### config.mk
export PLATFORM = sky130hd
export DESIGN_NAME = pipelined_adder
export DESIGN_NICKNAME = d
export VERILOG_FILES = /design/src/rtl/adder_pkg.sv /design/src/rtl/adder_segment.sv /design/src/rtl/full_adder.sv /design/src/rtl/pipelined_adder.sv
export SDC_FILE = /design/constraint.sdc
export NUM_CORES = 1
export LEC_CHECK = 0
export BUFFER_PORTS_ARGS = -buffer_cell sky130_fd_sc_hd__buf_2
export CAP_MARGIN = 15
export CORE_ASPECT_RATIO = 0.7
export CORE_MARGIN = 4
export CORE_UTILIZATION = 61
export DETAILED_ROUTE_END_ITERATION = 6
export GPL_ROUTABILITY_DRIVEN = 0
export HOLD_SLACK_MARGIN = 0.03
export PLACE_DENSITY_LB_ADDON = 0.3
export SYNTH_ARGS = -nofsm -noshare
export SYNTH_HDL_FRONTEND = slang
export SYNTH_SLANG_ARGS = --single-unit
### constraint.sdc
create_clock -name Clk -period 4 [get_ports Clk]
set_clock_uncertainty 0.2 [all_clocks]
set_input_delay 0.4 -clock Clk [delete_from_list [all_inputs] [get_ports Clk]]
set_output_delay 0.4 -clock Clk [all_outputs]
set_load 0.01 [all_outputs]
### src/rtl/adder_pkg.sv
// Shared types and constants for the pipelined adder/subtractor.
// stage_t is sized for the widest supported datapath; each instance uses the low WIDTH bits.
package adder_pkg;

  localparam int MAX_WIDTH = 64;

  localparam logic MODE_ADD = 1'b0;
  localparam logic MODE_SUB = 1'b1;

  function automatic int stages(int width, int seg);
    return (seg < 1) ? 1 : width / seg;
  endfunction

  // ovf is only meaningful in the last stage, where the MSB segment is resolved.
  typedef struct packed {
    logic                 valid;
    logic                 carry;
    logic                 ovf;
    logic [MAX_WIDTH-1:0] sum;
    logic [MAX_WIDTH-1:0] a;
    logic [MAX_WIDTH-1:0] b;
  } stage_t;

endpackage

### src/rtl/adder_segment.sv
// Combinational SEG-bit ripple adder with carry in/out and a tap on the carry into the MSB.
module adder_segment #(
  parameter int SEG = 4
) (
  input  logic [SEG-1:0] a,
  input  logic [SEG-1:0] b,
  input  logic           ci,
  output logic [SEG-1:0] s,
  output logic           co,
  output logic           msb_ci
);

  logic [SEG:0] c;

  assign c[0] = ci;

  for (genvar k = 0; k < SEG; k++) begin : g_bit
    full_adder u_fa (
      .a  (a[k]),
      .b  (b[k]),
      .ci (c[k]),
      .s  (s[k]),
      .co (c[k+1])
    );
  end

  assign co     = c[SEG];
  assign msb_ci = c[SEG-1];

endmodule

### src/rtl/full_adder.sv
// Single-bit full adder cell used to build the ripple segments.
module full_adder (
  input  logic a,
  input  logic b,
  input  logic ci,
  output logic s,
  output logic co
);

  assign s  = a ^ b ^ ci;
  assign co = (a & b) | (ci & (a ^ b));

endmodule

### src/rtl/pipelined_adder.sv
// Pipelined ripple-carry adder/subtractor: one SEG-bit segment per stage, carry registered between stages.
// Valid/ready: a transfer happens on a rising edge where valid && ready; the whole pipe advances together.
module pipelined_adder
  import adder_pkg::*;
#(
  parameter int WIDTH = 16,
  parameter int SEG   = 4
) (
  input  logic             Clk,
  input  logic             Reset_n,
  input  logic [WIDTH-1:0] A,
  input  logic [WIDTH-1:0] B,
  input  logic             Sub,
  input  logic             in_valid,
  output logic             in_ready,
  output logic [WIDTH-1:0] Sum,
  output logic             CO,
  output logic             OVF,
  output logic             out_valid,
  input  logic             out_ready
);

  localparam int STAGES = stages(WIDTH, SEG);

  if (SEG < 1 || (WIDTH % SEG) != 0 || WIDTH > MAX_WIDTH) begin : g_param_check
    $error("pipelined_adder: WIDTH must be a non-zero multiple of SEG and at most MAX_WIDTH");
  end

  stage_t [STAGES-1:0] stage_d;
  stage_t [STAGES-1:0] stage_q;
  stage_t              head;
  logic [WIDTH-1:0]    b_mode;
  logic                adv;
  logic                unused_pipe;

  // No bubble collapsing: the pipe either moves as a whole or freezes as a whole.
  assign out_valid = stage_q[STAGES-1].valid;
  assign adv       = !out_valid || out_ready;
  assign in_ready  = adv;

  // Subtraction is A + ~B + 1, with the +1 entering as the stage-0 carry-in.
  assign b_mode = (Sub == MODE_SUB) ? ~B : B;

  always_comb begin
    head                 = '0;
    head.valid           = in_valid;
    head.carry           = (Sub == MODE_SUB);
    head.a[WIDTH-1:0]    = A;
    head.b[WIDTH-1:0]    = b_mode;
  end

  for (genvar i = 0; i < STAGES; i++) begin : g_stage
    stage_t         src;
    stage_t         d;
    logic [SEG-1:0] seg_sum;
    logic           seg_co;
    logic           seg_msb_ci;

    if (i == 0) begin : g_head
      assign src = head;
    end else begin : g_chain
      assign src = stage_q[i-1];
    end

    adder_segment #(.SEG(SEG)) u_seg (
      .a      (src.a[i*SEG +: SEG]),
      .b      (src.b[i*SEG +: SEG]),
      .ci     (src.carry),
      .s      (seg_sum),
      .co     (seg_co),
      .msb_ci (seg_msb_ci)
    );

    always_comb begin
      d                   = src;
      d.carry             = seg_co;
      d.ovf               = seg_co ^ seg_msb_ci;
      d.sum[i*SEG +: SEG] = seg_sum;
    end

    assign stage_d[i] = d;
  end

  always_ff @(posedge Clk or negedge Reset_n) begin
    if (!Reset_n) begin
      stage_q <= '0;
    end else if (adv) begin
      stage_q <= stage_d;
    end
  end

  assign Sum = stage_q[STAGES-1].sum[WIDTH-1:0];
  assign CO  = stage_q[STAGES-1].carry;
  assign OVF = stage_q[STAGES-1].ovf;

  // Operand bits already consumed and sum bits above WIDTH are never read.
  assign unused_pipe = ^stage_q;

endmodule
Yosys cells after proc, flatten, opt, wreduce, memory -nomap -nowiden:

Cells that the tools add are included.

* flip-flop bits (word level): 145
* latch bits: 0
* memory bits (writable): 0
* ROM bits: 0
* bits of input ports: 37
* output and inout port bits: 20
* logic and storage cells: 104
* memories kept: 0

* add/sub/neg operators: 0
* multiply operators: 0
* div/mod/pow operators: 0
* order comparisons: 0
* eq/ne operators: 0
* shifts and indexed selects: 0
* muxes and demuxes: 1
* bitwise operators: 82
* reduce and logical (&&, ||, !) cells: 2

Operators with widths (number)
* $xor 1x1->1: 33
* $and 1x1->1: 32
* $mux 16: 1
* $not 16->16: 1
* $or 1x1->1: 16
* $logic_not 1->1: 1
* $logic_or 1x1->1: 1

Logic depth before layout (Yosys ltp):

Gate-level depths: netlist (run 1).

* depth after elaboration: 11
* gate-level depth with buffers: 9

Cells and area by module:

From an unflattened synthesis (run 1), not the netlist that was laid out.

* cell total of the unflattened synthesis: 241
* area, all modules: 4157.7 sq um

By module, submodules not included
* pipelined_adder: times used 1, cells each 225, area each 3837.4 sq um, seq. area each 2427.3 sq um
* full_adder: times used 16, cells each 1, area each 20.0 sq um, seq. area each 0.0 sq um

Worst setup path before layout (run 1):

OpenSTA, ideal clock, no wires.

* kind: input port to flip-flop
* from: in Sub
* to: reg stage_q (netlist bit g_stage[1].d[131])
* setup time: 125 ps
* data arrival time: 2360 ps
* required time: 3675 ps
* slack: 1315 ps
* stages: 8
* cell sequence: buf_2 -> buf_4 -> xnor2_1 -> fa_1 -> fa_1 -> inv_1 -> fa_1 -> mux2_2

* word-level cells in the longest chain between the ends: 9
* elaborated cells on any way between the ends: 15
* classes of those cells: mux: 1; bitwise: 14

RTL lines
* start, declared: RTL line pipelined_adder.sv:13 `input logic Sub,`
* $mux 16: RTL line pipelined_adder.sv:42 `assign b_mode = (Sub == MODE_SUB) ? ~B : B;`
* $xor 1x1->1: RTL line full_adder.sv:11 `assign co = (a & b) | (ci & (a ^ b));`
* $and 1x1->1: RTL line full_adder.sv:11
* $or 1x1->1: RTL line full_adder.sv:11
* $and 1x1->1: RTL line full_adder.sv:11
* $or 1x1->1: RTL line full_adder.sv:11
* $and 1x1->1: RTL line full_adder.sv:11
* $or 1x1->1: RTL line full_adder.sv:11
* $xor 1x1->1 (*): RTL line full_adder.sv:10 `assign s = a ^ b ^ ci;`
* named net g_stage[0].u_seg.g_bit[3].u_fa.s: RTL line full_adder.sv:6 `output logic s,`
* end signal, assigned: RTL line pipelined_adder.sv:88 `stage_q <= stage_d;`
* end, declared: RTL line pipelined_adder.sv:30 `stage_t [STAGES-1:0] stage_q;`

The timed path passes the listed nets; every way through them passes the cells marked *.
A chain may end at the register's enable or synchronous reset.

Worst setup path in the final report (run 1):

* from: reg stage_q (netlist bit out_valid)
* to: out in_ready

* word-level cells in the longest chain between the ends: 2

RTL lines
* $logic_not 1->1: RTL line pipelined_adder.sv:38 `assign adv = !out_valid || out_ready;`
* $logic_or 1x1->1: RTL line pipelined_adder.sv:38
* end, declared: RTL line pipelined_adder.sv:15 `output logic in_ready,`

No other way between the ends.

==> impl_metrics.toml, run 1 <==
[run_status]
status = "complete, no violations"

[drt]
vias = 2227
ant_nets = 0
avgViaCountPerCell = 5.18
drc = 0
wl_met3_um = 309
drtIter0Drc = 68
drtPass1Iterations = 4
wire_per_inst_um = 15.5
drt-met1-wl_um = 3020
top_layer_used = "met4"
met2RoutedLength_um = 3230
routed_wl_um = 6680

[logic_synthesis]
ys.warnings.count = 0
synth.area.top_cells = "dfrtp_1, mux2_2, fa_1"
synth_top_area_share_pct = 57.8
ys_seq_area_share_pct = 57.8
netlist-cell-type-count = 16
syn_area_per_cell_um2 = 15.2
mappedNetlistArea_mm2 = 0.00420
synth_seq_cells = 97
synthCells = 277
synth_fp_nets = 329
yosysTopAreaCell = "dfrtp_1"

[power_and_ir_drop]
p_seq_share_pct = 47.1
p_total_mw = 3.54
p_int_mw = 2.45
power_frac_clock_pct = 18.0
sw_frac_of_total_pct = 30.8
p_comb_share_pct = 34.9
switchingPower_mw = 1.09
power.density_mw_per_mm2 = 746
ir_drop_v = 0.000314
p_leak_nw = 2.18

[die]
coreArea_mm2 = 0.00646
die_w_um = 107
initial_core_util_pct = 65.1
die_h_um = 77.4
io_pins = 57
die-area_mm2 = 0.00830
rows = 24

[layout]
final_cell_mix = "dfrtp_1, mux2_2, buf_2"
fin_nets = 387
n_antenna_cell = 0
area_delta_synth_final_pct = 12.9
area.sequential_mm2 = 0.00243
multi_input_comb_area_mm2 = 0.00158
final_common_cell = "dfrtp_1"
drive_gt1_share_pct = 46.6
finalInstanceArea_mm2 = 0.00474
n_fill_cell = 441

[global_route]
grt_pass1_vias = 2480
grt_pass1_wl_um = 11700
globalRouteTotalUtil_pct = 18.2
grt_max_degree = 57
antenna_found_initial = 0
grt-ovfl-total = 0

[min_path]
hold_depth = 2
hold_end = "g_stage[1].d[79]$_DFFE_PN0P_"
min_path_type = "in -> reg"
worstHoldStart = "A[15]"

[setup_path]
critPathMaxFanout = 56
r2r_slack_ns = 1.42
critPathKind = "reg -> out"
regToRegStartpoint = "g_stage[3].d[12]$_DFFE_PN0P_"
r2r_end = "OVF$_DFFE_PN0P_"
start_kind = "flop"
end_kind = "output pin"
ff2ff_path_depth = 9
arrival_ns = 2.02
required_ns = 3.40

[sta]
rsz0062_at_grt = "false"
finalSetupTns_ns = 0
hold_ws_ns = 0.0638
finalMaxSlewViolations = 0
worst_slack_ns = 1.38
finalCritPeriodShare_pct = 65.5
slew_headroom_pct = 52.9
hold_violations = 0
setup_viol = 0
fmax_mhz = 381
layout_min_cycle_time_ns = 2.62
tightest_slew_ns = 0.707

[clocking]
clock_latency_ns = 0.36
htree_levels = 3
clk_pin_slew_ns = 0.09
cts_tree = "built"
cts_buffer_depth = 2
cts.sink_count = 97
root_buffer = "clkbuf_8"
cts_made_buffers = 9
cts_setup_buffers = 0

[placement]
place_ws_ns = 1.40
port_buffers = 56
hpwl_um = 4670
post_dp_cell_area_mm2 = 0.00454

[flow_run]
drv_cap = 0
-- flip-flops by register name, summed over array words and instances (netlist names) --
register,flops
g_stage.src,3
g_stage.d,75
CO,1
OVF,1
out_valid,1
Sum,16
-- power by group through the flow --
| stage | combinational (mW) | clock, mW | sequential, mW |
|---|---|---|---|
| after CTS | 1.27 | 0.648 | 1.67 |
| after detailed placement | 1.26 | 0 | 1.69 |
| after global placement | 1.19 | 0 | 1.67 |
| after global routing | 1.39 | 0.704 | 1.73 |
| after floorplan | 0.930 | 0 | 1.66 |
| final | 1.23 | 0.636 | 1.67 |
-- repair_timing --
action / 4_1_cts / 5_1_grt
hold endpoints to repair: 38 / 0
gates resized for setup: 0 / 0
hold buffers: 1 / 0
-- metal layers --
| layer | vias up | track usage [%] |
|---|---|---|
| met5 | - | 0 |
| met4 | 0 | 5.11 |
| met3 | 14 | 6.97 |
| met1 | 1134 | 23.5 |
| li1 | 1039 | - |
| met2 | 40 | 29.1 |
-- worst max path at each step --
| stage | to | cells after the start | from |
|---|---|---|---|
| after floorplan | g_stage[1].d[131]$_DFFE_PN0P_ | 8 | Sub |
| after global placement | g_stage[1].d[131]$_DFFE_PN0P_ | 7 | Sub |
| after detailed placement | g_stage[1].d[131]$_DFFE_PN0P_ | 7 | Sub |
| after CTS | in_ready | 3 | out_valid$_DFFE_PN0P_ |
| after global routing | in_ready | 3 | out_valid$_DFFE_PN0P_ |
| final | in_ready | 3 | out_valid$_DFFE_PN0P_ |
-- final cells by class --
class	instances	area share, %
multi-input cells	141	33.4
flip-flops and latches	97	51.2
well taps	91	2.40
inverters	24	1.90
clock buffers	13	3.35
clock inverters	2	0.792
repair buffers	62	6.97
-- critical path, stage by stage (launching register included) --
cell      delay [ns]
dfrtp_1         0.54
nand2b_4        0.60
buf_4           0.33
buf_2           0.16
-- synth_stat cells --
cell and count:
buf_6 4, xnor2_1 5, a21oi_1 10, mux2_4 4, nor3b_1 10, nand2b_4 1
dfrtp_1 97, nand2b_1 1, inv_1 24, clkbuf_1 2, fa_1 15, xor2_1 12
buf_4 1, mux2_2 79, mux2i_1 4, buf_2 8
-- kinds of logic (layout without fill, tap and decap cells) --
| logic type | count (synthesis) | in the layout | share of synthesized area, % |
|---|---|---|---|
| adders and majority gates | 15 | 15 | 7.15 |
| muxes | 87 | 87 | 23.6 |
| buffers and inverters | 39 | 101 | 4.53 |
| and+or+nand+nor | 12 | 12 | 2.26 |
| DFF | 97 | 97 | 57.8 |
| AOI/OAI and AO/OA | 10 | 10 | 1.19 |
| xor gates and xnor gates | 17 | 17 | 3.54 |
-- per-stage QoR --
| stage | util [%] | instances |
|---|---|---|
| finish | 73.4 | 430 |
| global route | 73.4 | 430 |
| CTS | 73.4 | 430 |
| detailed placement | 70.3 | 414 |
| global placement | 70.3 | 414 |
| floorplan | - | 277 |
Power figures use the tool's default switching activity.
==> run 2, diff against run 1 <==
CORE_UTILIZATION = 51   (was 61)
clock period = 2.2 ns   (was 4 ns; I/O delays follow)
==> run 2 against run 1 <==
Compared with the run above:
- the run now ends with negative setup slack left
- sequential cell count did not move
- global-route usage down 2.5 points
- non-clock buffer count is 22 higher
- utilization fell by 8.2 points
- combinational power increased by 110%
- cell area is 9.2% higher
- register-to-register slack worse by 1.5 ns
- critical path depth rose by 6
- power up 110%
- via count is 3.7% higher
- die area grew 18%
- cell count up 7.7%
- largest power group unchanged
==> impl_metrics.toml, run 2 (synthesis results as in run 1) <==
[drt]
drtIter0Drc = 128
top_layer_used = "met4"
vias = 2309
avgViaCountPerCell = 4.99
drtPass1Iterations = 4
ant_nets = 0
wl_met3_um = 329
met2RoutedLength_um = 2900
wire_per_inst_um = 14.5
drt-met1-wl_um = 3400
routed_wl_um = 6730
drc = 0

[global_route]
grt_max_degree = 98
antenna_found_initial = 0
grt-ovfl-total = 0
grt_pass1_wl_um = 11900
grt_pass1_vias = 2347
globalRouteTotalUtil_pct = 15.7

[die]
coreArea_mm2 = 0.00794
initial_core_util_pct = 52.9
die_w_um = 116
rows = 27
die_h_um = 83.9
io_pins = 57
die-area_mm2 = 0.00978

[sta]
setup_viol = 5
finalSetupTns_ns = -0.398
tightest_slew_ns = 0.520
rsz0062_at_grt = "true"
finalCritPeriodShare_pct = 105
finalMaxSlewViolations = 0
fmax_mhz = 433
slew_headroom_pct = 65.3
layout_min_cycle_time_ns = 2.31
hold_violations = 0
worst_slack_ns = -0.110

[clocking]
cts_tree = "built"
cts_buffer_depth = 2
clock_latency_ns = 0.34
cts_made_buffers = 9
htree_levels = 3
cts.sink_count = 97
root_buffer = "clkbuf_16"
clk_pin_slew_ns = 0.07

[layout]
fin_nets = 409
final_common_cell = "dfrtp_1"
finalInstanceArea_mm2 = 0.00518
area_delta_synth_final_pct = 23.3
n_antenna_cell = 0
final_cell_mix = "dfrtp_1, mux2_2, buf_2"
largest_reg_flops = 75
drive_gt1_share_pct = 53.3

[setup_path]
crit_top_cell = "fa_2"
critPathMaxFanout = 2
critPathKind = "reg -> reg"
required_ns = 2.22
slowest_delay_ns = 0.41
crit_path_cell_trace = "fa_2, inv_2, fa_2, inv_2, fa_2, inv_2, fa_2, xnor2_1, mux2_4"
end_kind = "flop"
r2r_end = "OVF$_DFFE_PN0P_"
start_kind = "flop"
regToRegStartpoint = "g_stage[3].src[193]$_DFFE_PN0P_"
r2r_slack_ns = -0.11
cpMaxStageDelayCell = "dfrtp_1"
arrival_ns = 2.33
crit_path_start = "g_stage[3].src[193]$_DFFE_PN0P_"
ff2ff_path_depth = 9

[placement]
place_ws_ns = -0.131
hpwl_um = 4510
port_buffers = 56
post_dp_cell_area_mm2 = 0.00466

[power_and_ir_drop]
ir_drop_v = 0.000703
power.density_mw_per_mm2 = 1410
p_total_mw = 7.32
p_leak_nw = 2.34

[min_path]
worstHoldStart = "B[8]"
hold_end = "g_stage[1].d[8]$_DFFE_PN0P_"
min_path_type = "in -> reg"
hold_depth = 3

[run_status]
status = "complete, but fails checks"
violations = "negative setup slack"

[flow_run]
drv_cap = 0
run 2: changes by cell type in the layout (fill, tap and decap cells not counted), sizes merged:
cell / before / now
clkbuf: 13 / 10
buf: 61 / 68
bufinv: 1 / 2
inv: 24 / 25
dlygate4sd3: 1 / 16
clkinv: 0 / 2
run 2: repair_timing:
| item | 4_1_cts | 5_1_grt |
|---|---|---|
| pin swaps | 7 | 2 |
| hold endpoints to repair | 112 | 0 |
| hold buffers | 16 | 0 |
| buffers inserted | 2 | 1 |
| endpoints found under the setup margin | 4 | 6 |
| cloned | 0 | 0 |
| gates resized for setup | 7 | 3 |
run 2: worst max path at each step:
stage | to | depth (start not counted) | slack, ns
3_5_place_dp | g_stage[2].d[135]$_DFFE_PN0P_ | 8 | -0.13
5_1_grt | g_stage[2].d[135]$_DFFE_PN0P_ | 8 | -0.19
6_report | OVF$_DFFE_PN0P_ | 9 | -0.11
3_3_place_gp | g_stage[2].d[135]$_DFFE_PN0P_ | 8 | -0.12
4_1_cts | OVF$_DFFE_PN0P_ | 9 | -0.13
2_1_floorplan | g_stage[1].d[131]$_DFFE_PN0P_ | 8 | -0.16
run 2: layout make-up:
type                    instances  area [um^2]
clock inverters                 6         90.1
well taps                     101          126
inverters                      24         90.1
multi-input cells             141         1640
flip-flops and latches         97         2430
clock buffers                  10          239
repair buffers                 84          571
fillers                       564         2760
run 2: metrics by stage:
stage	instances	utilization [%]	hold slack, ns
6_report	463	65.2	0.0676
5_1_grt	463	65.2	0.0727
4_1_cts	462	65.1	0.0620
3_5_place_dp	428	58.7	0.117
3_3_place_gp	428	58.7	0.111
2_1_floorplan	277	-	-0.276
run 2: routing by layer:
metal  vias up  GRT usage (%)
met5         -              0
li1       1096              -
met2        39           21.6
met4         0           4.43
met3        11           4.86
met1      1163           23.8
run 2: power by group:
part / switching (mW) / internal [mW] / total [mW]
clock network: 0.650 / 1.03 / 1.68
logic: 1.08 / 1.53 / 2.61
registers: 0.443 / 2.59 / 3.03
run 2: worst max-delay path: cells and delay by family (launching register included):
kind / cells / cell delay [ns]
buffers and inverters: 3 / 0.15
multiplexers: 1 / 0.25
XOR/XNOR: 1 / 0.06
adder cells (fa/ha/maj): 4 / 1.12
flip-flops: 1 / 0.41
